<file path="src/rtl/addsub_arbiter.sv">
// addsub_arbiter: round-robin arbiter and controller for one shared 8-bit add/subtract unit
module addsub_arbiter #(
    parameter int SETTLE_CYCLES = 2
) (
    input  logic       clk,
    input  logic       rst_n,
    input  logic       req0_valid,
    output logic       req0_ready,
    input  logic [7:0] req0_a,
    input  logic [7:0] req0_b,
    input  logic       req0_add,
    input  logic       req1_valid,
    output logic       req1_ready,
    input  logic [7:0] req1_a,
    input  logic [7:0] req1_b,
    input  logic       req1_add,
    output logic       rsp_valid,
    input  logic       rsp_ready,
    output logic       rsp_id,
    output logic [7:0] rsp_sum,
    output logic       rsp_cout,
    output logic       rsp_v,
    output logic [7:0] adder_a,
    output logic [7:0] adder_b,
    output logic       adder_add,
    input  logic [7:0] adder_sum,
    input  logic       adder_cout,
    input  logic       adder_v,
    output logic       busy
);
    typedef enum logic [1:0] {IDLE, SETTLE, RESP} state_t;
    state_t     state;
    logic       ptr;
    logic [3:0] cnt;
    logic       win;
    assign win        = (req0_valid && req1_valid) ? ptr : req1_valid;
    assign req0_ready = rst_n && state == IDLE && req0_valid && !win;
    assign req1_ready = rst_n && state == IDLE && req1_valid && win;
    assign busy       = state != IDLE;
    // grant, settle countdown and response capture; reset discards any in-flight operation
    always_ff @(posedge clk or negedge rst_n) begin
        if (!rst_n) begin
            state     <= IDLE;
            ptr       <= 1'b0;
            cnt       <= 4'd0;
            rsp_valid <= 1'b0;
            rsp_id    <= 1'b0;
            rsp_sum   <= 8'h00;
            rsp_cout  <= 1'b0;
            rsp_v     <= 1'b0;
            adder_a   <= 8'h00;
            adder_b   <= 8'h00;
            adder_add <= 1'b1;
        end else begin
            case (state)
                IDLE: if (req0_ready || req1_ready) begin
                    adder_a   <= win ? req1_a : req0_a;
                    adder_b   <= win ? req1_b : req0_b;
                    adder_add <= win ? req1_add : req0_add;
                    rsp_id    <= win;
                    ptr       <= !win;
                    cnt       <= 4'(SETTLE_CYCLES - 1);
                    state     <= SETTLE;
                end
                SETTLE: if (cnt != 4'd0) begin
                    cnt <= cnt - 4'd1;
                end else begin
                    rsp_sum   <= adder_sum;
                    rsp_cout  <= adder_cout;
                    rsp_v     <= adder_v;
                    rsp_valid <= 1'b1;
                    state     <= RESP;
                end
                RESP: if (rsp_ready) begin
                    rsp_valid <= 1'b0;
                    state     <= IDLE;
                end
                default: state <= IDLE;
            endcase
        end
    end
endmodule

</file>
<file path="config.mk">
export PLATFORM = sky130hd
export DESIGN_NAME = addsub_arbiter
export DESIGN_NICKNAME = d
export VERILOG_FILES = /design/src/rtl/addsub_arbiter.sv
export SDC_FILE = /design/constraint.sdc
export NUM_CORES = 1
export LEC_CHECK = 0
export ABC_AREA = 0
export CORE_ASPECT_RATIO = 0.9
export CORE_UTILIZATION = 30
export DETAILED_ROUTE_END_ITERATION = 7
export PLACE_DENSITY = 0.6
export SYNTH_ARGS = -nofsm -noshare
export SYNTH_HDL_FRONTEND = slang
export SYNTH_SLANG_ARGS = --single-unit
export TNS_END_PERCENT = 50
</file>
<file path="constraint.sdc">
create_clock -name clk -period 1.5 [get_ports clk]
set_input_delay 0.3 -clock clk [delete_from_list [all_inputs] [get_ports clk]]
set_output_delay 0.3 -clock clk [all_outputs]
set_load 0.01 [all_outputs]
</file>
== After elaboration in Yosys (flattened, before gate mapping) ==
Index checks and enable logic that the tools add are counted.

* Add/subtract/negate cells: 1
* Multipliers: 0
* Divide/modulo/power cells: 0
* $lt $le $gt $ge: 0
* Equal/unequal tests: 6
* Shift operators: 0
* Mux-type cells: 14
* Bitwise gates (word level): 1
* Reduce and logical (&&, ||, !) cells: 18

{| class="wikitable"
|+ Operator list
! operator !! count
|-
| two-way mux 8 bit || 2
|-
| AND reduction 3 bit || 3
|-
| two-way mux 4 bit || 2
|-
| one-hot mux 4 bit (2 select lines) || 1
|-
| logical AND 1 bit || 6
|-
| two-way mux 2 bit || 3
|-
| inequality test 2 bit (second input constant) || 3
|-
| one-hot mux 2 bit (3 select lines) || 1
|-
| nonzero test 2 bit || 3
|-
| two-way mux 1 bit || 4
|-
| AND reduction 2 bit || 2
|-
| nonzero test 4 bit || 1
|-
| subtractor 4 x 1 -> 4 bit (second input constant) || 1
|-
| equality test 2 x 1 -> 1 bit (second input constant) || 1
|-
| equality test 2 bit (second input constant) || 1
|-
| zero test 2 bit || 1
|-
| inequality test 2 x 1 -> 1 bit (second input constant) || 1
|-
| one-hot mux 1 bit (2 select lines) || 1
|-
| zero test 1 bit || 1
|-
| logical OR 1 bit || 1
|-
| NOT 1 bit || 1
|}

* Bits in registers: 36
* Latch bits: 0
* RAM bits: 0
* ROM bits: 0
* Input bits: 49
* Output and inout bits: 32
* Logic and storage cells: 51
* Memories kept: 0

== Longest topological paths before layout ==
* Depth after elaboration: 7
* Mapped depth: 6

== Least setup slack after synthesis ==
No wires, ideal clock.

* Path kind: register -> output
* Start: register state[0]
* End: output port req1_ready
* Data arrival time: 1182 ps
* Data required time: 1200 ps
* Slack: 18 ps
* Stages on the path, launching flop included: 4
* Path buffers: 1
* Cell sequence: dfrtp_1 nor3b_2 clkbuf_1 and2_1

* Word-level cells in the longest chain between the ends: 4

{| class="wikitable"
|+ Ends and longest elaborated chain
! item !! RTL line !! source
|-
| start: declaration || 32 || <nowiki>state_t state;</nowiki>
|-
| start signal: assignment || 43 || <nowiki>state <= IDLE;</nowiki>
|-
| start signal: assignment || 63 || <nowiki>state <= SETTLE;</nowiki>
|-
| start signal: assignment || 72 || <nowiki>state <= RESP;</nowiki>
|-
| zero test 2 bit || 38 || <nowiki>assign req1_ready = rst_n && state == IDLE && req1_valid && win;</nowiki>
|-
| logical AND 1 bit (3 in a row) || 38 ||
|-
| end: declaration || 13 || <nowiki>output logic req1_ready,</nowiki>
|}

No other way between the ends.

== Worst setup path in the final report ==
* Start: input port req0_valid
* End: output port req0_ready

* Word-level cells in the longest chain between the ends: 4
* Elaborated cells between the ends (all ways): 5
* Those cells by class: mux: 1; reduce/logical: 4

{| class="wikitable"
|+ Ends and longest elaborated chain
! item !! RTL line !! source
|-
| start: declaration || 7 || <nowiki>input logic req0_valid,</nowiki>
|-
| logical AND 1 bit || 36 || <nowiki>assign win = (req0_valid && req1_valid) ? ptr : req1_valid;</nowiki>
|-
| two-way mux 1 bit || 36 ||
|-
| zero test 1 bit || 37 || <nowiki>assign req0_ready = rst_n && state == IDLE && req0_valid && !win;</nowiki>
|-
| logical AND 1 bit (*) || 37 ||
|-
| end: declaration || 8 || <nowiki>output logic req0_ready,</nowiki>
|}

Mark *: on every way between the ends. The rest lies on a longest branch, timed or not.

==> impl_results.md <==
- DR vias/cell: 5.01
- Vert. Die Dim: 75.5 µm
- Drt wl/cell: 15.0 µm
- Arrival time worst endpoint: about 1.4 ns
- Setup ws final: -0.156 ns
- FFs w/ async S/R, synth: between 90% and 100%
- Nets@finish: between 300 and 400
- DR pass1 iterations: 4
- Cell Area, Synth: 1800 µm²
- Register bit total from synthesis: 36
- Post-synthesis cell type count: 34
- Share of layout cells above drive strength 1: roughly a quarter
- Slew Limit Fails: 0
- Crit path launch type: input port
- Layout fillers: about 510
- Power density cells: about 1800 nW/µm²
- Area growth, synth to finish: 73.2%
- Setup-failing EPs final: 29
- DP Cell Count: 332
- VDD IR max: roughly 1100 µV
- CTS buffer count: 5
- GRT Resource Usage Total: between 15 and 20%
- Clk buf depth: 2
- H-tree depth: 2
- I/O Buffers: 80
- Non-Filler Instances: between 300 and 400
- Largest net degree at the start of global routing: 37
- HPWL after detailed placement: 3.53 mm
- Die footprint: approximately 6300 µm²
- Clk_lat worst skew: about 0.29 ns
- DR iter-0 viols: between 50 and 60
- WP data required: 1.20 ns
- DRC: 0
- CTS root buffer: clkbuf_8
- Synthesized area per cell: 10.6 µm²
- Core Footprint: between 5000 and 6000 µm²
- Synth warn: 0
- Cells after Synth: 170
- Total Wirelength: between 5 and 6 mm
- Setup CP Type: in -> out
- Seq/Total Area, Yosys: between 50% and 60%
- Min-Delay Path Class: in -> async
- Ports: 81
- Syn_nets: approximately 220
- Chip Width: roughly 84 µm
- Antenna violations before repair: 0
- Final hold slack: ~0.087 ns
- Final ANT Viol Nets: 0
- Least-Margin Pin Slew: around 0.46 ns
- Setup crit end kind: output pin
- Worst slew margin: 69.6%
- Final Hold Fails: 0
- FMAX: between 0.6 and 0.7 GHz
- Starting Density: between 30% and 40%
- Outcome: finished, violations left
- Max-cap violations: 0
- DR vias: ~1700
- Sink Count: 36
- RD Place Congestion: 0.823
- Final min period: around 1.7 ns
- Most used DFF post-synth: dfrtp_1
- CP Max Fanout: 2
- RSZ-0062 raised after global routing: true
- Row Count: 26
- Leak: 0.00142 µW
- Diodes inserted: 0
- EDFF count, synth: 0
- GRT overflow: 0
- First-pass GRT wire length: roughly 8.4 mm
- Layout Skew: 0.00480 ns
- Fin crit share: 110%
- Vias in the first global route: around 1700
- CTS tree: done
- Clock-pin slew on the worst setup and hold paths: approximately 0.07 ns
- Violated checks: setup timing
==> worst max-delay path, cell delays in order <==
cell and delay, ns:
clkdlybuf4s50_1 0.49, nor2b_4 0.16, nor2_1 0.06, buf_4 0.13, nor2_2 0.08, buf_2 0.13
==> cell type report <==
type	count	area, µm²	share of cell area (%)
sequential	36	902	29.0
tap	70	87.6	2.81
multi-input combinational	113	857	27.5
clock buffer	7	96.3	3.09
timing repair buffer	116	1150	36.9
inverter	6	22.5	0.723
==> what timing repair did <==
item / in CTS / in global routing
hold buffers: 0 / 0
setup buffers: 8 / 1
endpoints found under the setup margin: 42 / 49
gates cloned: 2 / 0
pin swaps: 7 / 4
resized for setup: 43 / 23
==> stage by stage <==
stage	setup TNS (ns)	instance area [µm²]	util (%)	worst slack (ns)	total power [µW]
final	-1.82	3120	54.4	-0.156	5700
after global routing	-4.37	3120	54.4	-0.218	6090
after CTS	-2.14	3060	53.5	-0.171	5750
after detailed placement	-8.65	2800	48.9	-0.511	4680
after global placement	-8.13	2800	48.9	-0.499	4650
after floorplan	0	1800	-	0.0178	3160
==> metal layers <==
layer | up-vias | global-route usage (%) | wire length, µm
li1 | 852 | - | -
met1 | 828 | 22.5 | 2300
met2 | 58 | 28.7 | 2570
met3 | 4 | 4.33 | 319
met4 | 0 | 4.90 | 35
met5 | - | 0 | 0
==> flip-flops by register name, indices dropped and copies added (netlist names), 2 cells and up <==
register and flops:
cnt 4, adder_b 8, state 2, adder_a 8, rsp_sum 8
==> synthesized netlist by cell type, types with 2 or more instances <==
cell	n	share of area, %
nor2_1	4	0.83
clkbuf_1	6	1.3
mux2_2	3	1.9
ha_1	2	1.4
o21ai_0	21	5.8
dfrtp_1	35	49
inv_1	5	1.0
o211ai_1	17	7.1
nand2_1	2	0.42
a31oi_1	18	6.3
nor3b_2	2	1.4
a21oi_1	20	5.6
buf_2	4	1.1
buf_6	3	1.9
nand2b_1	2	0.70
mux2_4	8	6.7
==> power breakdown <==
| part | total, µW | switching, µW | internal (µW) |
|---|---|---|---|
| clock network | 745 | 336 | 409 |
| logic | 3180 | 1310 | 1870 |
| registers | 1780 | 309 | 1470 |
| total | 5700 | 1960 | 3740 |
==> cell families after synthesis <==
logic type,synth area share (%)
AOI/OAI and AO/OA,26.2
and+or+nand+nor,7.58
buffers and inverters,6.12
adders and majority gates,1.39
DFF,50.1
muxes,8.55
==> final timing paths <==
| check | cells past startpoint | to | slack [ns] | from |
|---|---|---|---|---|
| min | 2 | adder_b[1] | 0.09 | rst_n |
| max reg2reg | 7 | adder_a[1] | -0.11 | state[0] |
| max in group asynchronous | 2 | adder_add | 1.06 | rst_n |
| max | 6 | req0_ready | -0.16 | req0_valid |
| min in group clk | 1 | rsp_sum[1] | 0.50 | rsp_sum[1] |
| min reg2reg | 1 | rsp_sum[1] | 0.50 | rsp_sum[1] |
==> cell usage in the layout, fill, tap and decap left out, drive strengths merged <==
master,netlist,layout
clkdlybuf4s50,0,49
buf,9,38
dfrtp,35,35
o21ai,21,21
a21oi,20,20
a31oi,18,18
o211ai,17,17
dlymetal6s2s,0,14
dlygate4sd2,0,13
mux2,11,11
clkbuf,6,7
inv,5,5
nor2,4,4
nor3b,3,3
and2,2,2
bufbuf,0,2
or2,2,2
nand2,2,2
nand2b,2,2
ha,2,2
nor2b,1,1
nand3b,1,1
a22o,1,1
clkinv,1,1
nand4,1,1
o41ai,1,1
o2bb2ai,1,1
or4,1,1
nor3,1,1
or3b,1,1
dfstp,1,1
(Power assumes the default switching activity.)
